### config.mk
export PLATFORM = sky130hd
export DESIGN_NAME = avalon_flash_csr
export DESIGN_NICKNAME = d
export VERILOG_FILES = /design/src/rtl/avalon_flash_csr.sv
export SDC_FILE = /design/constraint.sdc
export NUM_CORES = 1
export LEC_CHECK = 0
export CORE_MARGIN = 3
export CORE_UTILIZATION = 50
export DETAILED_ROUTE_END_ITERATION = 10
export GPL_ROUTABILITY_DRIVEN = 1
export MAX_ROUTING_LAYER = met4
export PLACE_DENSITY = 0.78
export SYNTH_ARGS = -nofsm -noshare
export SYNTH_HDL_FRONTEND = slang
export SYNTH_SLANG_ARGS = --single-unit
### constraint.sdc
create_clock -name clk_i -period 2.15 [get_ports clk_i]
set_input_delay 0.5375 -clock clk_i [delete_from_list [all_inputs] [get_ports clk_i]]
set_output_delay 0.5375 -clock clk_i [all_outputs]
set_load 0.005 [all_outputs]
### src/rtl/avalon_flash_csr.sv
// avalon_flash_csr
//   Avalon-MM slave register file for the flash controller. It decodes a
//   16-word register map, launches commands to the flash FSM with a start/ack
//   handshake, tracks completion and ack timeout, and raises a maskable
//   write-1-to-clear interrupt.
// Ports:
//   clk_i, rst_i        clock, synchronous active-low reset
//   avl_*               Avalon-MM slave (word offset, byte enables,
//                       one-cycle read latency, write-only waitrequest)
//   avl_irq_o           interrupt, |(IRQ_STAT & IRQ_EN)
//   mem_ry_byn_i        flash ready/busy, status only
//   mem_rdata_i         result data from the flash FSM, captured on done_i
//   mem_*_o             block/other address, transmit data, command code
//   start_o/ack_i       command request handshake
//   done_i              command completion pulse
module avalon_flash_csr #(
  parameter int DATA_W      = 16,
  parameter int BLK_W       = 7,
  parameter int OFS_W       = 16,
  parameter int CMD_W       = 4,
  parameter int NUM_CMD     = 8,
  parameter int ACK_TIMEOUT = 255,
  parameter logic [DATA_W-1:0] ID_VALUE = DATA_W'(16'hF1A5)
) (
  input  logic                clk_i,
  input  logic                rst_i,
  input  logic [3:0]          avl_addr_i,
  input  logic [DATA_W-1:0]   avl_wdata_i,
  input  logic [DATA_W/8-1:0] avl_byteenable_i,
  input  logic                avl_write_i,
  input  logic                avl_read_i,
  output logic [DATA_W-1:0]   avl_rdata_o,
  output logic                avl_rdatavalid_o,
  output logic                avl_waitrequest_o,
  output logic                avl_irq_o,
  input  logic                mem_ry_byn_i,
  input  logic [DATA_W-1:0]   mem_rdata_i,
  output logic [BLK_W-1:0]    mem_block_addr_o,
  output logic [OFS_W-1:0]    mem_other_addr_o,
  output logic [DATA_W-1:0]   mem_dq_o,
  output logic [CMD_W-1:0]    mem_code_o,
  output logic                start_o,
  input  logic                ack_i,
  input  logic                done_i
);

  localparam int NLANE = DATA_W / 8;
  localparam int CNT_W = $clog2(ACK_TIMEOUT);

  typedef enum logic [1:0] {
    ST_IDLE  = 2'd0,
    ST_ISSUE = 2'd1,
    ST_WAIT  = 2'd2
  } state_t;

  state_t            state_reg;
  logic [CNT_W-1:0]  cnt_reg;
  logic              start_reg;
  logic [CMD_W-1:0]  code_reg;
  logic [DATA_W-1:0] rx_reg;

  logic [BLK_W-1:0]  block_reg;
  logic [OFS_W-1:0]  other_reg;
  logic [DATA_W-1:0] tx_reg;
  logic [CMD_W-1:0]  cmd_reg;
  logic [3:0]        irq_en_reg;
  logic [3:0]        irq_stat_reg;
  logic              irq_reg;
  logic [DATA_W-1:0] rdata_reg;
  logic              rvalid_reg;

  // Byte-lane mask expanded from byteenable.
  logic [DATA_W-1:0] be_mask;
  generate
    for (genvar gi = 0; gi < NLANE; gi++) begin : g_lane
      assign be_mask[8*gi +: 8] = {8{avl_byteenable_i[gi]}};
    end
  endgenerate

  logic              busy;
  logic              guarded_addr;
  logic              wr_acc;
  logic              rd_acc;
  logic              unmapped_evt;
  logic [DATA_W-1:0] wdata_masked;
  logic [DATA_W-1:0] block_merged;
  logic [DATA_W-1:0] other_merged;
  logic [DATA_W-1:0] tx_merged;
  logic [DATA_W-1:0] cmd_merged;
  logic [DATA_W-1:0] en_merged;
  logic [CMD_W-1:0]  cmd_code;
  logic              cmd_legal;
  logic              cmd_wr;
  logic              launch;
  logic              tmo_hit;
  logic [3:0]        irq_set;
  logic [3:0]        irq_clr;
  logic [3:0]        irq_stat_next;
  logic [3:0]        irq_en_next;
  logic [DATA_W-1:0] rd_word;

  assign busy         = (state_reg != ST_IDLE);
  // Registers feeding an in-flight command must not change under it.
  assign guarded_addr = (avl_addr_i == 4'd1) || (avl_addr_i == 4'd2) ||
                        (avl_addr_i == 4'd3) || (avl_addr_i == 4'd6);
  assign avl_waitrequest_o = avl_write_i && busy && guarded_addr;
  assign wr_acc       = avl_write_i && !avl_waitrequest_o;
  // A read colliding with a write is dropped in favour of the write.
  assign rd_acc       = avl_read_i && !avl_write_i;
  assign unmapped_evt = ((avl_read_i || avl_write_i) && (avl_addr_i > 4'd8)) ||
                        (avl_read_i && avl_write_i);

  // Each writable register is merged at full bus width, then truncated.
  assign wdata_masked = avl_wdata_i & be_mask;
  assign block_merged = (DATA_W'(block_reg)  & ~be_mask) | wdata_masked;
  assign other_merged = (DATA_W'(other_reg)  & ~be_mask) | wdata_masked;
  assign tx_merged    = (tx_reg              & ~be_mask) | wdata_masked;
  assign cmd_merged   = (DATA_W'(cmd_reg)    & ~be_mask) | wdata_masked;
  assign en_merged    = (DATA_W'(irq_en_reg) & ~be_mask) | wdata_masked;

  assign cmd_code  = cmd_merged[CMD_W-1:0];
  assign cmd_legal = (cmd_code != '0) && (int'(cmd_code) < NUM_CMD);
  assign cmd_wr    = wr_acc && (avl_addr_i == 4'd6);
  assign launch    = cmd_wr && cmd_legal && (state_reg == ST_IDLE);
  assign tmo_hit   = (cnt_reg == CNT_W'(ACK_TIMEOUT - 1));

  // Set events win over a same-cycle clear.
  assign irq_set[0] = done_i && ((state_reg == ST_WAIT) ||
                                 ((state_reg == ST_ISSUE) && ack_i));
  assign irq_set[1] = cmd_wr && !cmd_legal;
  assign irq_set[2] = (state_reg == ST_ISSUE) && !ack_i && tmo_hit;
  assign irq_set[3] = unmapped_evt;
  assign irq_clr       = (wr_acc && (avl_addr_i == 4'd7)) ? wdata_masked[3:0] : 4'd0;
  assign irq_stat_next = (irq_stat_reg & ~irq_clr) | irq_set;
  assign irq_en_next   = (wr_acc && (avl_addr_i == 4'd8)) ? en_merged[3:0] : irq_en_reg;

  always_comb begin
    rd_word = '0;
    case (avl_addr_i)
      4'd0: rd_word = ID_VALUE;
      4'd1: rd_word = DATA_W'(block_reg);
      4'd2: rd_word = DATA_W'(other_reg);
      4'd3: rd_word = tx_reg;
      4'd4: rd_word = rx_reg;
      4'd5: rd_word = DATA_W'({state_reg, busy, mem_ry_byn_i});
      4'd6: rd_word = DATA_W'(cmd_reg);
      4'd7: rd_word = DATA_W'(irq_stat_reg);
      4'd8: rd_word = DATA_W'(irq_en_reg);
      default: rd_word = '0;
    endcase
  end

  // Command launch FSM.
  always_ff @(posedge clk_i) begin
    if (!rst_i) begin
      state_reg <= ST_IDLE;
      cnt_reg   <= '0;
      start_reg <= 1'b0;
      code_reg  <= '0;
      rx_reg    <= '0;
    end else begin
      case (state_reg)
        ST_IDLE: begin
          if (launch) begin
            state_reg <= ST_ISSUE;
            start_reg <= 1'b1;
            cnt_reg   <= '0;
            code_reg  <= cmd_code;
          end
        end
        ST_ISSUE: begin
          if (ack_i) begin
            start_reg <= 1'b0;
            if (done_i) begin
              rx_reg    <= mem_rdata_i;
              state_reg <= ST_IDLE;
            end else begin
              state_reg <= ST_WAIT;
            end
          end else if (tmo_hit) begin
            start_reg <= 1'b0;
            state_reg <= ST_IDLE;
          end else begin
            cnt_reg <= cnt_reg + 1'b1;
          end
        end
        ST_WAIT: begin
          if (done_i) begin
            rx_reg    <= mem_rdata_i;
            state_reg <= ST_IDLE;
          end
        end
        default: begin
          state_reg <= ST_IDLE;
          start_reg <= 1'b0;
        end
      endcase
    end
  end

  // Register file, interrupt block and read port.
  always_ff @(posedge clk_i) begin
    if (!rst_i) begin
      block_reg    <= '0;
      other_reg    <= '0;
      tx_reg       <= '0;
      cmd_reg      <= '0;
      irq_en_reg   <= '0;
      irq_stat_reg <= '0;
      irq_reg      <= 1'b0;
      rdata_reg    <= '0;
      rvalid_reg   <= 1'b0;
    end else begin
      if (wr_acc) begin
        case (avl_addr_i)
          4'd1: block_reg <= block_merged[BLK_W-1:0];
          4'd2: other_reg <= other_merged[OFS_W-1:0];
          4'd3: tx_reg    <= tx_merged;
          4'd6: cmd_reg   <= cmd_code;
          default: ;
        endcase
      end
      irq_en_reg   <= irq_en_next;
      irq_stat_reg <= irq_stat_next;
      irq_reg      <= |(irq_stat_next & irq_en_next);
      rvalid_reg   <= rd_acc;
      if (rd_acc) rdata_reg <= rd_word;
    end
  end

  assign avl_rdata_o      = rdata_reg;
  assign avl_rdatavalid_o = rvalid_reg;
  assign avl_irq_o        = irq_reg;
  assign mem_block_addr_o = block_reg;
  assign mem_other_addr_o = other_reg;
  assign mem_dq_o         = tx_reg;
  assign mem_code_o       = code_reg;
  assign start_o          = start_reg;

endmodule

==> results summary, run 1 <==
The number of DRC violations after detailed routing came out at 0. Fill cells in the final layout number 710. The static leakage is 2.50 nW. The worst register-to-register path ends at cmd_reg[1]$_SDFFE_PN0P_. Subtracting the final worst setup slack from the clock period gives 2.08 ns.

The top-level port count is 108. The worst setup path is launched from a primary input. The number of distinct standard cells referenced by the synthesized netlist is 66.

The post-route clock period utilization is 96.9%. The transition time at the pin with the least slew margin came out at 0.533 ns. The count of endpoints failing setup in the final report came out at 0.

Of the cells placed in the final design, the portion with a size suffix greater than 1 is 16.3%. The clock latency on the worst-skew pair is 0.38 ns. The final antenna-violating net count came out at 0. After floorplanning, the core was divided into 34 placement rows. In the synthesized netlist, the number of instances is 502.

The worst slew slack as a fraction of its limit came out at 64.0%. After synthesis, the share of flip-flops with an asynchronous set or reset is 0%. The synthesized design contains 0 enable-type register cells. Broken down by cell family, the worst path's largest delay share belongs to compound AO/OA/AOI/OAI gates.

The via-per-instance ratio came out at 5.71. The library cell contributing the largest single delay on the critical path is sky130_fd_sc_hd__clkdlybuf4s50_1. In this run the power density over the cells is 529 mW/mm^2.

The worst vdd rail ir drop came out at 0.000442 V. In this run the worst path has a maximum fanout of 6. The placed instance area came out at 0.00621 sq mm. The area of the multi-input gates came out at 0.00244 sq mm. The hold violation count in the final report came out at 0. The first global-routing pass estimated 22000 um of wire. The antenna cell count is 0. Setup repair after global routing left no endpoint under its margin. Adding up every negative setup slack in the final design gives 0 ns. The run finished with clean final reports. The tightest min-delay check is of the reg -> reg type. The fmax came out at 480 MHz. STA classifies the critical path endpoint as a register. In this run, the number of DRC markers left after iteration 0 of detailed routing was 251. The worst setup slack before clock tree synthesis is -0.548 ns. The number of CTS-inserted buffers is 9.

The number of global-route vias before repair came out at 4293. The total power after layout came out at 3.38 mW. The via count is 4331.

After synthesis, flip-flops and latches occupy 42.7% of the total area. For hold timing, the worst endpoint is avl_rdata_o[11]$_SDFFE_PN0P_. The initial utilization of the core area, before any placement, comes to 52.5%.

Excluding fillers, the count of instances in the completed layout stands at 759. The area of the core is 0.00893 sq mm. The root buffer cell is sky130_fd_sc_hd__clkbuf_8.

The area occupied by registers came out at 0.00200 sq mm. The number of buffers and inverters on the critical path is 2. The total track usage is 27.7%. sky130_fd_sc_hd__dfxtp_1 takes more of the synthesized area than any other cell. The largest single stage delay on the critical path is 0.63 ns. The height of the chip is 103 um. The number of maximum-capacitance constraint violations came out at 0.

The clock tree from TritonCTS is built. The worst hold-check slack is 0.476 ns. The clock-pin slew on the worst setup and hold paths came out at 0.10 ns. The top cell type's share of synthesized area is 42.7%. In this run the most critical hold path is launched from avl_rdata_o[11]$_SDFFE_PN0P_. Entering global routing, the biggest net connects 22 pins. The finished layout cell area is 0.00640 sq mm. The number of clock sinks is 100. The per-instance average area after synthesis came out at 9.34 sq um. After synthesis the cells add up to 0.00469 sq mm. The area added between synthesis and finish came out at 36.4%.

The number of I/O port buffers is 107. The cell count of the worst reg-to-reg path came out at 6. The minimum setup slack among reg-to-reg paths is 0.18 ns.

The worst setup path is of the in -> reg kind. The arrival time of the worst setup path is 2.34 ns. After the last flow step, the layout net total stands at 693. The maximum clock insertion buffer count is 2. In the post-synthesis netlist, the biggest area contributors are sky130_fd_sc_hd__dfxtp_1 43%, sky130_fd_sc_hd__mux2i_1 15%, sky130_fd_sc_hd__nor2_1 5.8%, sky130_fd_sc_hd__nand2_1 2.3%, sky130_fd_sc_hd__a22oi_1 2.1%. Measured along the x axis, the die boundary spans 103 um. The signal on the critical path passes through clkdlybuf4s50_1, nand2_2, buf_4, o41ai_1, o31ai_1, o2bb2a_4, o221ai_2. The wire length reported by the detailed router came out at 13800 um.

The final RePlAce weighted congestion is 0.991. The number of max-slew violations in the final report is 0. The final standard cell utilization of the core is 71.6%. The wire length per cell after detailed routing came out at 18.2 um.

The global route total overflow came out at 0. For the final database, setup skew stands at 0.00995 ns. The cell count after placement came out at 743. The number of storage elements in the synthesis netlist came out at 100. The number of antenna violations at the first check in global routing is 0. The H-tree was split into 3 levels. The required time at the worst-slack endpoint is 2.41 ns. In the synthesized netlist the dominant register cell turns out to be sky130_fd_sc_hd__dfxtp_1.

Counting every net in the synthesized netlist gives 549. The area enclosed by the die boundary came out at 0.0106 sq mm. The warning count from the yosys run came out at 0.

The launch instance of the worst register-to-register path is state_reg[0]$_SDFFE_PN0P_. The first detailed-routing pass ran for 5 iterations. Along the worst hold path, the cell count comes to 2.

The final HPWL from detailed placement is 10500 um. The slack of the critical path is 0.0669 ns.
## cell families after synthesis
group                      share of synthesized area [%]
AOI/OAI and AO/OA                                   14.9
xor gates and xnor gates                           0.187
adders and majority gates                          0.533
buffers and inverters                               5.65
DFF                                                 42.7
muxes                                               15.4
and+or+nand+nor                                     20.6
## worst max-delay path by stage
| stage | from | endpoint | slack, ns | depth (start not counted) |
|---|---|---|---|---|
| floorplan | avl_addr_i[0] | avl_irq_o$_SDFF_PN0_ | 0.20 | 7 |
| CTS | avl_write_i | cnt_reg[7]$_SDFFE_PN0P_ | 0.04 | 7 |
| detailed placement | avl_addr_i[2] | avl_waitrequest_o | -0.55 | 5 |
| global placement | avl_addr_i[0] | avl_waitrequest_o | -0.55 | 6 |
| finish | avl_byteenable_i[0] | avl_irq_o$_SDFF_PN0_ | 0.07 | 7 |
| global route | avl_byteenable_i[0] | avl_irq_o$_SDFF_PN0_ | 0.02 | 6 |
## routing by layer
layer	routed length, um	vias up	GRT usage [%]
met3	815	22	5.48
li1	-	2063	-
met1	6200	2077	36.3
met2	6610	169	43.7
met4	202	0	7.57
met5	0	-	-
## layout make-up
class / count / share of cell area [%]
clock inverters: 6 / 0.763
flip-flops and latches: 100 / 31.3
repair buffers: 172 / 25.1
multi-input cells: 352 / 38.1
inverters: 11 / 0.645
clock buffers: 10 / 1.99
well taps: 108 / 2.11
## power by group
part	switching, mW	total (mW)	internal (mW)	leakage, nW
logic	0.193	0.389	0.196	1.61
clock network	0.685	1.12	0.433	0.0848
registers	0.0122	1.88	1.86	0.806
total	0.889	3.38	2.49	2.50
## timing repair
| item | 4_1_cts | 5_1_grt |
|---|---|---|
| pin swaps | 2 | 0 |
| setup endpoints to repair | 31 | 1 |
| gates resized for setup | 11 | 1 |
| buffers inserted | 0 | 0 |
| hold buffers | 0 | 0 |
## tightest hold or removal path: stages (launching register included)
cell and delay [ns]:
sky130_fd_sc_hd__dfxtp_1 0.33, sky130_fd_sc_hd__nand2_1 0.05, sky130_fd_sc_hd__a21oi_1 0.06
## cell usage in the layout (no fill, tap or decap), types with 9 or more instances in the layout
cell type / Yosys / routed
sky130_fd_sc_hd__inv_1: 10 / 10
sky130_fd_sc_hd__nor2_1: 73 / 73
sky130_fd_sc_hd__dfxtp_1: 100 / 100
sky130_fd_sc_hd__buf_4: 6 / 60
sky130_fd_sc_hd__a22oi_1: 13 / 13
sky130_fd_sc_hd__clkdlybuf4s50_1: 0 / 101
sky130_fd_sc_hd__a21oi_1: 18 / 18
sky130_fd_sc_hd__o21ai_0: 17 / 17
sky130_fd_sc_hd__mux2i_1: 69 / 69
sky130_fd_sc_hd__and2_1: 14 / 13
sky130_fd_sc_hd__nand2_1: 29 / 29
sky130_fd_sc_hd__nor2b_1: 11 / 11
sky130_fd_sc_hd__clkbuf_8: 0 / 9
## cells in the mapped netlist (3+ instances only)
cell type and n:
sky130_fd_sc_hd__nor3_1 8, sky130_fd_sc_hd__a31oi_1 3, sky130_fd_sc_hd__nor2_1 73, sky130_fd_sc_hd__nand2b_1 6, sky130_fd_sc_hd__o21ai_0 17, sky130_fd_sc_hd__a221oi_1 3, sky130_fd_sc_hd__nor2b_1 11, sky130_fd_sc_hd__a211oi_1 5
sky130_fd_sc_hd__mux2i_1 69, sky130_fd_sc_hd__or4_1 3, sky130_fd_sc_hd__o31ai_1 4, sky130_fd_sc_hd__or3_1 8, sky130_fd_sc_hd__buf_4 6, sky130_fd_sc_hd__o2bb2ai_1 8, sky130_fd_sc_hd__mux2_2 3, sky130_fd_sc_hd__inv_1 10
sky130_fd_sc_hd__nand3_1 5, sky130_fd_sc_hd__dfxtp_1 100, sky130_fd_sc_hd__a21oi_1 18, sky130_fd_sc_hd__buf_2 8, sky130_fd_sc_hd__a21o_1 3, sky130_fd_sc_hd__clkbuf_1 19, sky130_fd_sc_hd__a22oi_1 13, sky130_fd_sc_hd__nand2_1 29
sky130_fd_sc_hd__buf_6 6, sky130_fd_sc_hd__and2_1 14, sky130_fd_sc_hd__nand3b_1 3
Power figures use the tool's default switching activity.
==> run 2: changes to the inputs <==
SLEW_MARGIN = 20   (was not set)
==> results of run 2 <==
Same layout as run 1: the final DEF is identical, and so are final timing and power.
